[config.mk]
export PLATFORM = sky130hd
export DESIGN_NAME = spi_flash_responder
export DESIGN_NICKNAME = d
export VERILOG_FILES = /design/src/rtl/spi_flash_responder.sv
export SDC_FILE = /design/constraint.sdc
export NUM_CORES = 1
export LEC_CHECK = 0
export CAP_MARGIN = 5
export CELL_PAD_IN_SITES_DETAIL_PLACEMENT = 1
export CELL_PAD_IN_SITES_GLOBAL_PLACEMENT = 2
export CORE_UTILIZATION = 41
export DETAILED_ROUTE_END_ITERATION = 8
export GPL_TIMING_DRIVEN = 1
export HOLD_SLACK_MARGIN = 0.03
export PLACE_DENSITY = 0.76
export SLEW_MARGIN = 30
export SYNTH_ARGS = -nofsm -noshare
export SYNTH_HDL_FRONTEND = slang
export SYNTH_SLANG_ARGS = --single-unit
[constraint.sdc]
create_clock -name p_clk -period 2.7 [get_ports p_clk]
set_clock_uncertainty 0.15 [all_clocks]
set_input_delay 0.54 -clock p_clk [delete_from_list [all_inputs] [get_ports p_clk]]
set_output_delay 0.54 -clock p_clk [all_outputs]
set_load 0.005 [all_outputs]
[src/rtl/spi_flash_responder.sv]
// spi_flash_responder: SPI NOR-flash target backed by a small internal byte
// memory. It decodes a command byte, a 24-bit address and data bytes arriving
// on s_mosi, and returns read data on s_miso. s_clk/s_css are oversampled in
// the p_clk domain.
//
// Ports:
//   p_clk        system clock (only clock)
//   p_reset      synchronous reset, active-high
//   s_clk        SPI clock from the master (asynchronous, synchronized here)
//   s_css        chip select, active-low (asynchronous, synchronized here)
//   s_mosi       byte from the master, valid at rising s_clk
//   s_miso       byte to the master
//   xfer_active  high while a transaction is being decoded
//   cmd_err      one-cycle pulse on an unknown command byte
//
// Optional feature macro: SPI_FLASH_READ_ID_EN -- accept command 0x9F (JEDEC
// read ID) and return FLASH_ID MSB first, then zeros until deselect.
//
// state  | meaning
// IDLE   | deselected, or waiting for a fresh s_css falling edge
// CMD    | waiting for the command byte
// ADDR   | shifting in three address bytes
// DATA   | write, read or ID burst until deselect
// IGNORE | unknown command, s_clk ignored until deselect
module spi_flash_responder #(
   parameter int          MEM_DEPTH = 16,
   parameter int          SPI_W     = 8,
   parameter logic [23:0] FLASH_ID  = 24'hEF4016
) (
   input  logic             p_clk,
   input  logic             p_reset,
   input  logic             s_clk,
   input  logic             s_css,
   input  logic [SPI_W-1:0] s_mosi,
   output logic [SPI_W-1:0] s_miso,
   output logic             xfer_active,
   output logic             cmd_err
);

`ifdef SPI_FLASH_READ_ID_EN
   localparam bit ID_EN = 1'b1;
`else
   localparam bit ID_EN = 1'b0;
`endif

   localparam int AW = $clog2(MEM_DEPTH);

   typedef enum logic [2:0] {IDLE, CMD, ADDR, DATA, IGNORE} state_t;
   typedef enum logic [1:0] {M_WRITE, M_READ, M_ID} mode_t;

   state_t           state, state_n;
   mode_t            mode, mode_n;
   logic [1:0]       byte_cnt, byte_cnt_n;
   logic [AW-1:0]    addr, addr_n;
   logic [SPI_W-1:0] miso_n;
   logic             cmd_err_n;
   logic             mem_we;

   logic [SPI_W-1:0] mem [MEM_DEPTH];

   logic             sclk_q1, sclk_q2, sclk_q3;
   logic             css_q1, css_q2, css_q3;
   logic [SPI_W-1:0] mosi_q1, mosi_s;
   logic             sclk_rise, css_rise, css_fall;

   // Chip-select sync flops reset to "selected" so that a select already held
   // low through reset produces no falling edge; decoding then waits for the
   // master to deselect and reselect.
   always_ff @(posedge p_clk) begin
      if (p_reset) begin
         sclk_q1 <= 1'b0;
         sclk_q2 <= 1'b0;
         sclk_q3 <= 1'b0;
         css_q1  <= 1'b0;
         css_q2  <= 1'b0;
         css_q3  <= 1'b0;
         mosi_q1 <= '0;
         mosi_s  <= '0;
      end else begin
         sclk_q1 <= s_clk;
         sclk_q2 <= sclk_q1;
         sclk_q3 <= sclk_q2;
         css_q1  <= s_css;
         css_q2  <= css_q1;
         css_q3  <= css_q2;
         mosi_q1 <= s_mosi;
         mosi_s  <= mosi_q1;
      end
   end

   assign sclk_rise = sclk_q2 & ~sclk_q3;
   assign css_rise  = css_q2 & ~css_q3;
   assign css_fall  = ~css_q2 & css_q3;

   always_comb begin
      state_n    = state;
      mode_n     = mode;
      byte_cnt_n = byte_cnt;
      addr_n     = addr;
      miso_n     = '0;
      cmd_err_n  = 1'b0;
      mem_we     = 1'b0;
      unique case (state)
         IDLE: begin
            if (css_fall) begin
               state_n    = CMD;
               byte_cnt_n = 2'd0;
            end
         end
         CMD: begin
            if (sclk_rise) begin
               byte_cnt_n = 2'd0;
               if (mosi_s == SPI_W'(8'h02)) begin
                  mode_n  = M_WRITE;
                  state_n = ADDR;
               end else if (mosi_s == SPI_W'(8'h01)) begin
                  mode_n  = M_READ;
                  state_n = ADDR;
               end else if (ID_EN && (mosi_s == SPI_W'(8'h9F))) begin
                  mode_n  = M_ID;
                  state_n = DATA;
               end else begin
                  state_n   = IGNORE;
                  cmd_err_n = 1'b1;
               end
            end
         end
         ADDR: begin
            // Memory is at most 256 bytes, so only the low bits of the last
            // address byte survive the modulo; earlier bytes are overwritten.
            if (sclk_rise) begin
               addr_n = mosi_s[AW-1:0];
               if (byte_cnt == 2'd2) begin
                  state_n    = DATA;
                  byte_cnt_n = 2'd0;
               end else begin
                  byte_cnt_n = byte_cnt + 2'd1;
               end
            end
         end
         DATA: begin
            case (mode)
               M_WRITE: begin
                  if (sclk_rise) begin
                     mem_we = 1'b1;
                     addr_n = addr + 1'b1;
                  end
               end
               M_READ: begin
                  if (sclk_rise) addr_n = addr + 1'b1;
                  // Look ahead to the next address so the new byte is
                  // registered one cycle after the master's edge.
                  miso_n = mem[addr_n];
               end
               M_ID: begin
                  if (sclk_rise && byte_cnt != 2'd3) byte_cnt_n = byte_cnt + 2'd1;
                  case (byte_cnt_n)
                     2'd0:    miso_n = SPI_W'(FLASH_ID[23:16]);
                     2'd1:    miso_n = SPI_W'(FLASH_ID[15:8]);
                     2'd2:    miso_n = SPI_W'(FLASH_ID[7:0]);
                     default: miso_n = '0;
                  endcase
               end
               default: ;
            endcase
         end
         IGNORE: ;
         default: state_n = IDLE;
      endcase
      // Deselect wins over a coincident s_clk edge: the byte is dropped.
      if (css_rise) begin
         state_n    = IDLE;
         mode_n     = mode;
         byte_cnt_n = byte_cnt;
         addr_n     = addr;
         miso_n     = '0;
         cmd_err_n  = 1'b0;
         mem_we     = 1'b0;
      end
      if (p_reset) mem_we = 1'b0;
   end

   always_ff @(posedge p_clk) begin
      if (p_reset) begin
         state    <= IDLE;
         mode     <= M_WRITE;
         byte_cnt <= 2'd0;
         addr     <= '0;
         s_miso   <= '0;
         cmd_err  <= 1'b0;
      end else begin
         state    <= state_n;
         mode     <= mode_n;
         byte_cnt <= byte_cnt_n;
         addr     <= addr_n;
         s_miso   <= miso_n;
         cmd_err  <= cmd_err_n;
      end
   end

   always_ff @(posedge p_clk) begin
      if (mem_we) mem[addr] <= mosi_s;
   end

   assign xfer_active = (state != IDLE);

endmodule

Word-level counts from Yosys, hierarchy flattened

Memories as Yosys holds them, arrays and structs flattened.
Cells that the tools add are included.

Bitwise logic cells: 11
Equality and inequality tests: 18
$add $sub $neg: 2
Multiplexer cells: 34
Reductions and logical operators: 16

Operators by type and width:

| kind                | count |
|---|---|
| $pmux 8 s3          | 1 |
| $mux 2              | 10 |
| $mux 3              | 6 |
| $mux 4              | 4 |
| $pmux 4 s2          | 2 |
| $pmux 8 s2          | 1 |
| $ne 2x2->1 const B  | 6 |
| $pmux 3 s4          | 1 |
| $eq 8x1->1 const B  | 1 |
| $eq 8x2->1 const B  | 1 |
| $mux 1              | 8 |
| $not 1->1           | 8 |
| $pmux 2 s4          | 1 |
| $reduce_and 4->1    | 2 |
| $eq 2x2->1 const B  | 3 |
| $eq 3x2->1 const B  | 2 |
| $reduce_and 6->1    | 1 |
| $reduce_and 5->1    | 1 |
| $reduce_or 5->1     | 1 |
| $add 4x1->4 const B | 1 |
| $eq 2x1->1 const B  | 2 |
| $logic_not 2->1     | 2 |
| $reduce_bool 2->1   | 2 |
| $reduce_bool 4->1   | 1 |
| 10 further kinds    | 13 |

RAM bits: 128
Flip-flop bits (word level): 42
Word-level logic and storage cells: 96
Memories: 1
Output and inout port bits: 10
Input bits: 12

Memory list:

| memory | depth | bits a word | read ports | clocked after memory_dff | write ports | RTL line | source |
|---|---|---|---|---|---|---|---|
| mem    | 16    | 8           | 1          | 0                        | 1           | 59       | `logic [SPI_W-1:0] mem [MEM_DEPTH];` |

Longest topological paths before layout

Depth after elaboration: 9
Depth in mapped cells: 9
Depth with buffers taken out: 7

Worst setup path before layout

Ideal clock, no wire load.

Kind: flip-flop to flip-flop
Start point: register addr[0]
End point: register s_miso[0]
Period minus slack after synthesis: 2.542 ns
Path slack: 0.158 ns
Buffers on the path: 3
Data required time: 2.481 ns
Cell stages (with the launch flop): 10
Library setup time: 0.069 ns
Arrival: 2.323 ns
Path through: dfxtp_1 buf_2 buf_2 inv_1 ha_1 mux2i_1 buf_4 nor4b_4 a22oi_1 o21ai_1

Longest elaborated chain between the ends: 6

Ends and longest elaborated chain:

| item                     | RTL line | source |
|---|---|---|
| start: declaration       | 54       | `logic [AW-1:0] addr, addr_n;` |
| start signal: assignment | 195      | `addr <= addr_n;` |
| $add 4x1->4              | 150      | `if (sclk_rise) addr_n = addr + 1'b1;` |
| $mux 4 *                 | n/a      |  |
| $mux 4 *                 | 142      | `case (mode)` |
| $mux 4 *                 | 103      | `unique case (state)` |
| $mem_v2 16x8 *           | n/a      |  |
| $pmux 8 s2 *             | 142      |  |
| end signal: assignment   | 196      | `s_miso <= miso_n;` |
| end: declaration         | 35       | `output logic [SPI_W-1:0] s_miso,` |

Every way passes the cells marked *; elsewhere a longest branch is shown, timed or not. The select of a mux whose other input is x is not followed.
A chain may end at the register's enable or synchronous reset.

Worst setup path in the final report

Start point: register addr[0]
End point: register s_miso[1]

Same word-level chain as after synthesis.

==> out/metrics.cfg <==
[timing]
worst_pin_slew_ns = 0.492
report.final.slew_viol_count = 0
setup_tns_ns = 0
final.period_utilization = 0.918
fmax_mhz = 404
hold_ws_ns = 0.287
finalWorstSetupSlack_ns = 0.222
hold_viol_final = 0
rsz0062_at_grt = no
setup_viol = 0
slew_headroom = 0.664
finalCriticalPeriod_ns = 2.48

[layout]
synthToLayoutAreaGrowth_pct = 21.3
drive_above_1_share = 0.248
layout.nets = 511
n_antenna_cell = 0
ff_latch_area_sq_um = 4660
nFillCells = 1531
multi_input_area_sq_um = 2000

[route]
routed_wl_mm = 15.4
viasPerCell = 5.35
via_count = 3857
firstDrtPassIters = 4
drc = 0
drtIter0Drc = 214
drtAntennaViolNets = 0
wire_per_inst_um = 21.3

[clock_network]
cts_max_level = 4
clock-sinks = 169
hold_buffers = 0
cts_resized = 0
clk_pin_slew_ns = 0.07
cts_inserted_buffers = 17
root_buffer = clkbuf_16
cts_tree = yes
worstSkewPairLatency_ns = 0.42
cts_max_path_buffers = 2

[floorplanning]
start_util = 0.423
ios = 22
die_w_um = 131
die-area_sq_um = 17100
core_sq_um = 16100
std_cell_rows = 46
dieHeight_um = 131

[synth]
avgSynthCellArea_sq_um = 16.4
yosysTopAreaCellShare = 0.565
ys_seq_area_frac = 0.686
ys_warn_count = 0
synthArstFlopShare = 0
syn_inst = 415
synth_area_sq_um = 6800
synthTopCellsByArea = edfxtp_1 (57%), dfxtp_1 (12%), mux4_2 (7.0%)
synth_nets = 434
synth.distinct_cells = 54
yosysTopAreaCell = edfxtp_1
ys_seq_elements = 169
synth_edf_count = 128
ys.flop_type = edfxtp_1

[pwr]
power_density_nw_per_um2 = 659
power_w = 0.00543
p_leak_nw = 2.78
vdd_ir_drop_max_uv = 426

[grt]
grt_remaining_overflow = 0
antenna_found_initial = 0
grt_pass1_vias = 3991
grt_max_degree = 27
grt_usage = 0.195
grt_pass1_wl_mm = 23.4

[setup_path]
crit_family = buffers and inverters
crit_type = reg -> reg
cp.arrival_ns = 2.68
path_buf_inv = 4
crit_required_ns = 2.90
cp-start-kind = register
end_kind = register
critPathMaxFanout = 8
crit_path_frequent_cell = buf_4
crit_chain = buf_4 -> inv_1 -> ha_1 -> mux2i_1 -> buf_4 -> nor4b_4 -> buf_4 -> a22oi_1 -> o21ai_1
cpMaxStageDelayCell = ha_1
critical-path-max-stage-delay_ns = 0.44

[outcome]
status = complete, no violations

[placement]
dp_hpwl_mm = 10.5
pre_cts_slack_ns = 0.0655
portBuffers = 21
gp_congestion = 0.790

[flow_run]
cap_violations = 0

[worst_hold_path]
hold_class = reg -> reg

-- stage by stage --
| stage | area, sq um | std cells | util |
|---|---|---|---|
| after floorplan | 6800 | 415 | - |
| after global placement | 7590 | 685 | 0.472 |
| after detailed placement | 7590 | 685 | 0.472 |
| after CTS | 8200 | 717 | 0.511 |
| after global routing | 8240 | 721 | 0.513 |
| final | 8240 | 721 | 0.513 |
-- repair_timing --
action,4_1_cts,5_1_grt
hold endpoints to repair,0,0
setup endpoints to repair,0,1
buffers inserted,0,4
-- power by group --
| part | leakage, nW | internal [W] | total, W | switching, W |
|---|---|---|---|---|
| Sequential | 1.47 | 0.00280 | 0.00280 | 0.00000593 |
| Clock | 0.291 | 0.00140 | 0.00247 | 0.00106 |
| Combinational | 1.02 | 0.0000798 | 0.000165 | 0.0000851 |
-- cell type report --
class / instances / area share
multi-input cells: 217 / 0.243
well taps: 216 / 0.0328
repair buffers: 80 / 0.0807
inverters: 7 / 0.00319
clock inverters: 15 / 0.0229
clock buffers: 17 / 0.0516
flip-flops and latches: 169 / 0.566
-- layer usage --
layer  vias up  wire [um]  part of all wire  global-route usage
met5         -          0                 0                   0
li1       1792          -                 -                   -
met2        79       7770              0.50               0.326
met4         0        290             0.019              0.0838
met1      1967       6760              0.44               0.249
met3        19        579             0.038              0.0379
-- cells by family (layout without fill, tap and decap cells) --
group                      count (synthesis)  count (layout)  synth area share
DFF                                      169             169             0.686
and+or+nand+nor                          102             102            0.0898
AOI/OAI and AO/OA                         58              58            0.0589
muxes                                     46              46             0.124
buffers and inverters                     29             119            0.0204
adders and majority gates                  7               7            0.0129
xor gates and xnor gates                   4               4           0.00791
-- cell usage after synthesis (2+ instances only) --
cell	instances
edfxtp_1	128
or3b_2	2
mux4_1	7
dfxtp_1	41
ha_1	7
o21ai_1	8
inv_1	7
xor2_1	2
nand2_1	10
nand2b_1	5
nand3b_1	4
a31oi_1	4
a21oi_1	7
a2111oi_0	4
a22oi_1	8
nor3b_1	2
mux2_2	5
o21a_1	2
nor4_1	2
mux4_2	21
nand4_1	3
clkbuf_1	14
o31ai_1	2
o211ai_1	6
nor2b_1	24
a32oi_1	2
nor3_1	13
nor4b_1	2
nand3_1	6
mux2i_1	13
buf_6	3
o21ai_0	4
nor2_1	19
a211oi_1	4
buf_2	3
o32a_1	2
nand4b_1	2
-- placed cells by master, fill, tap and decap left out, types with 5 or more instances in the layout --
master / count
mux4_1: 7
nand3_1: 6
o211ai_1: 6
nor3_1: 13
mux2_2: 5
edfxtp_1: 128
mux2i_1: 13
ha_1: 7
dfxtp_1: 41
a21oi_1: 7
nor2b_1: 24
nand2b_1: 5
nand2_1: 10
o21ai_1: 8
a22oi_1: 8
nor2_1: 19
mux4_2: 21
buf_4: 58
clkdlybuf4s50_1: 21
clkbuf_16: 17
inv_1: 7
-- state kept, by name, summed over array words and instances (netlist names) --
name / flops
mem: 128
mosi_q1: 8
mosi_s: 8
s_miso: 8
addr: 4
state: 3
byte_cnt: 2
cmd_err: 1
css_q1: 1
css_q2: 1
css_q3: 1
mode: 1
sclk_q1: 1
sclk_q2: 1
sclk_q3: 1
-- worst paths after layout --
check / start / endpoint / slack (ns) / cells after the start
max: addr[0] / s_miso[1] / 0.22 / 9
min: mosi_q1[2] / mosi_s[2] / 0.29 / 1
min reg2reg: mosi_q1[2] / mosi_s[2] / 0.29 / 1
max reg2reg: addr[0] / s_miso[1] / 0.22 / 9
Note: power is estimated with default switching activity, not from simulation.
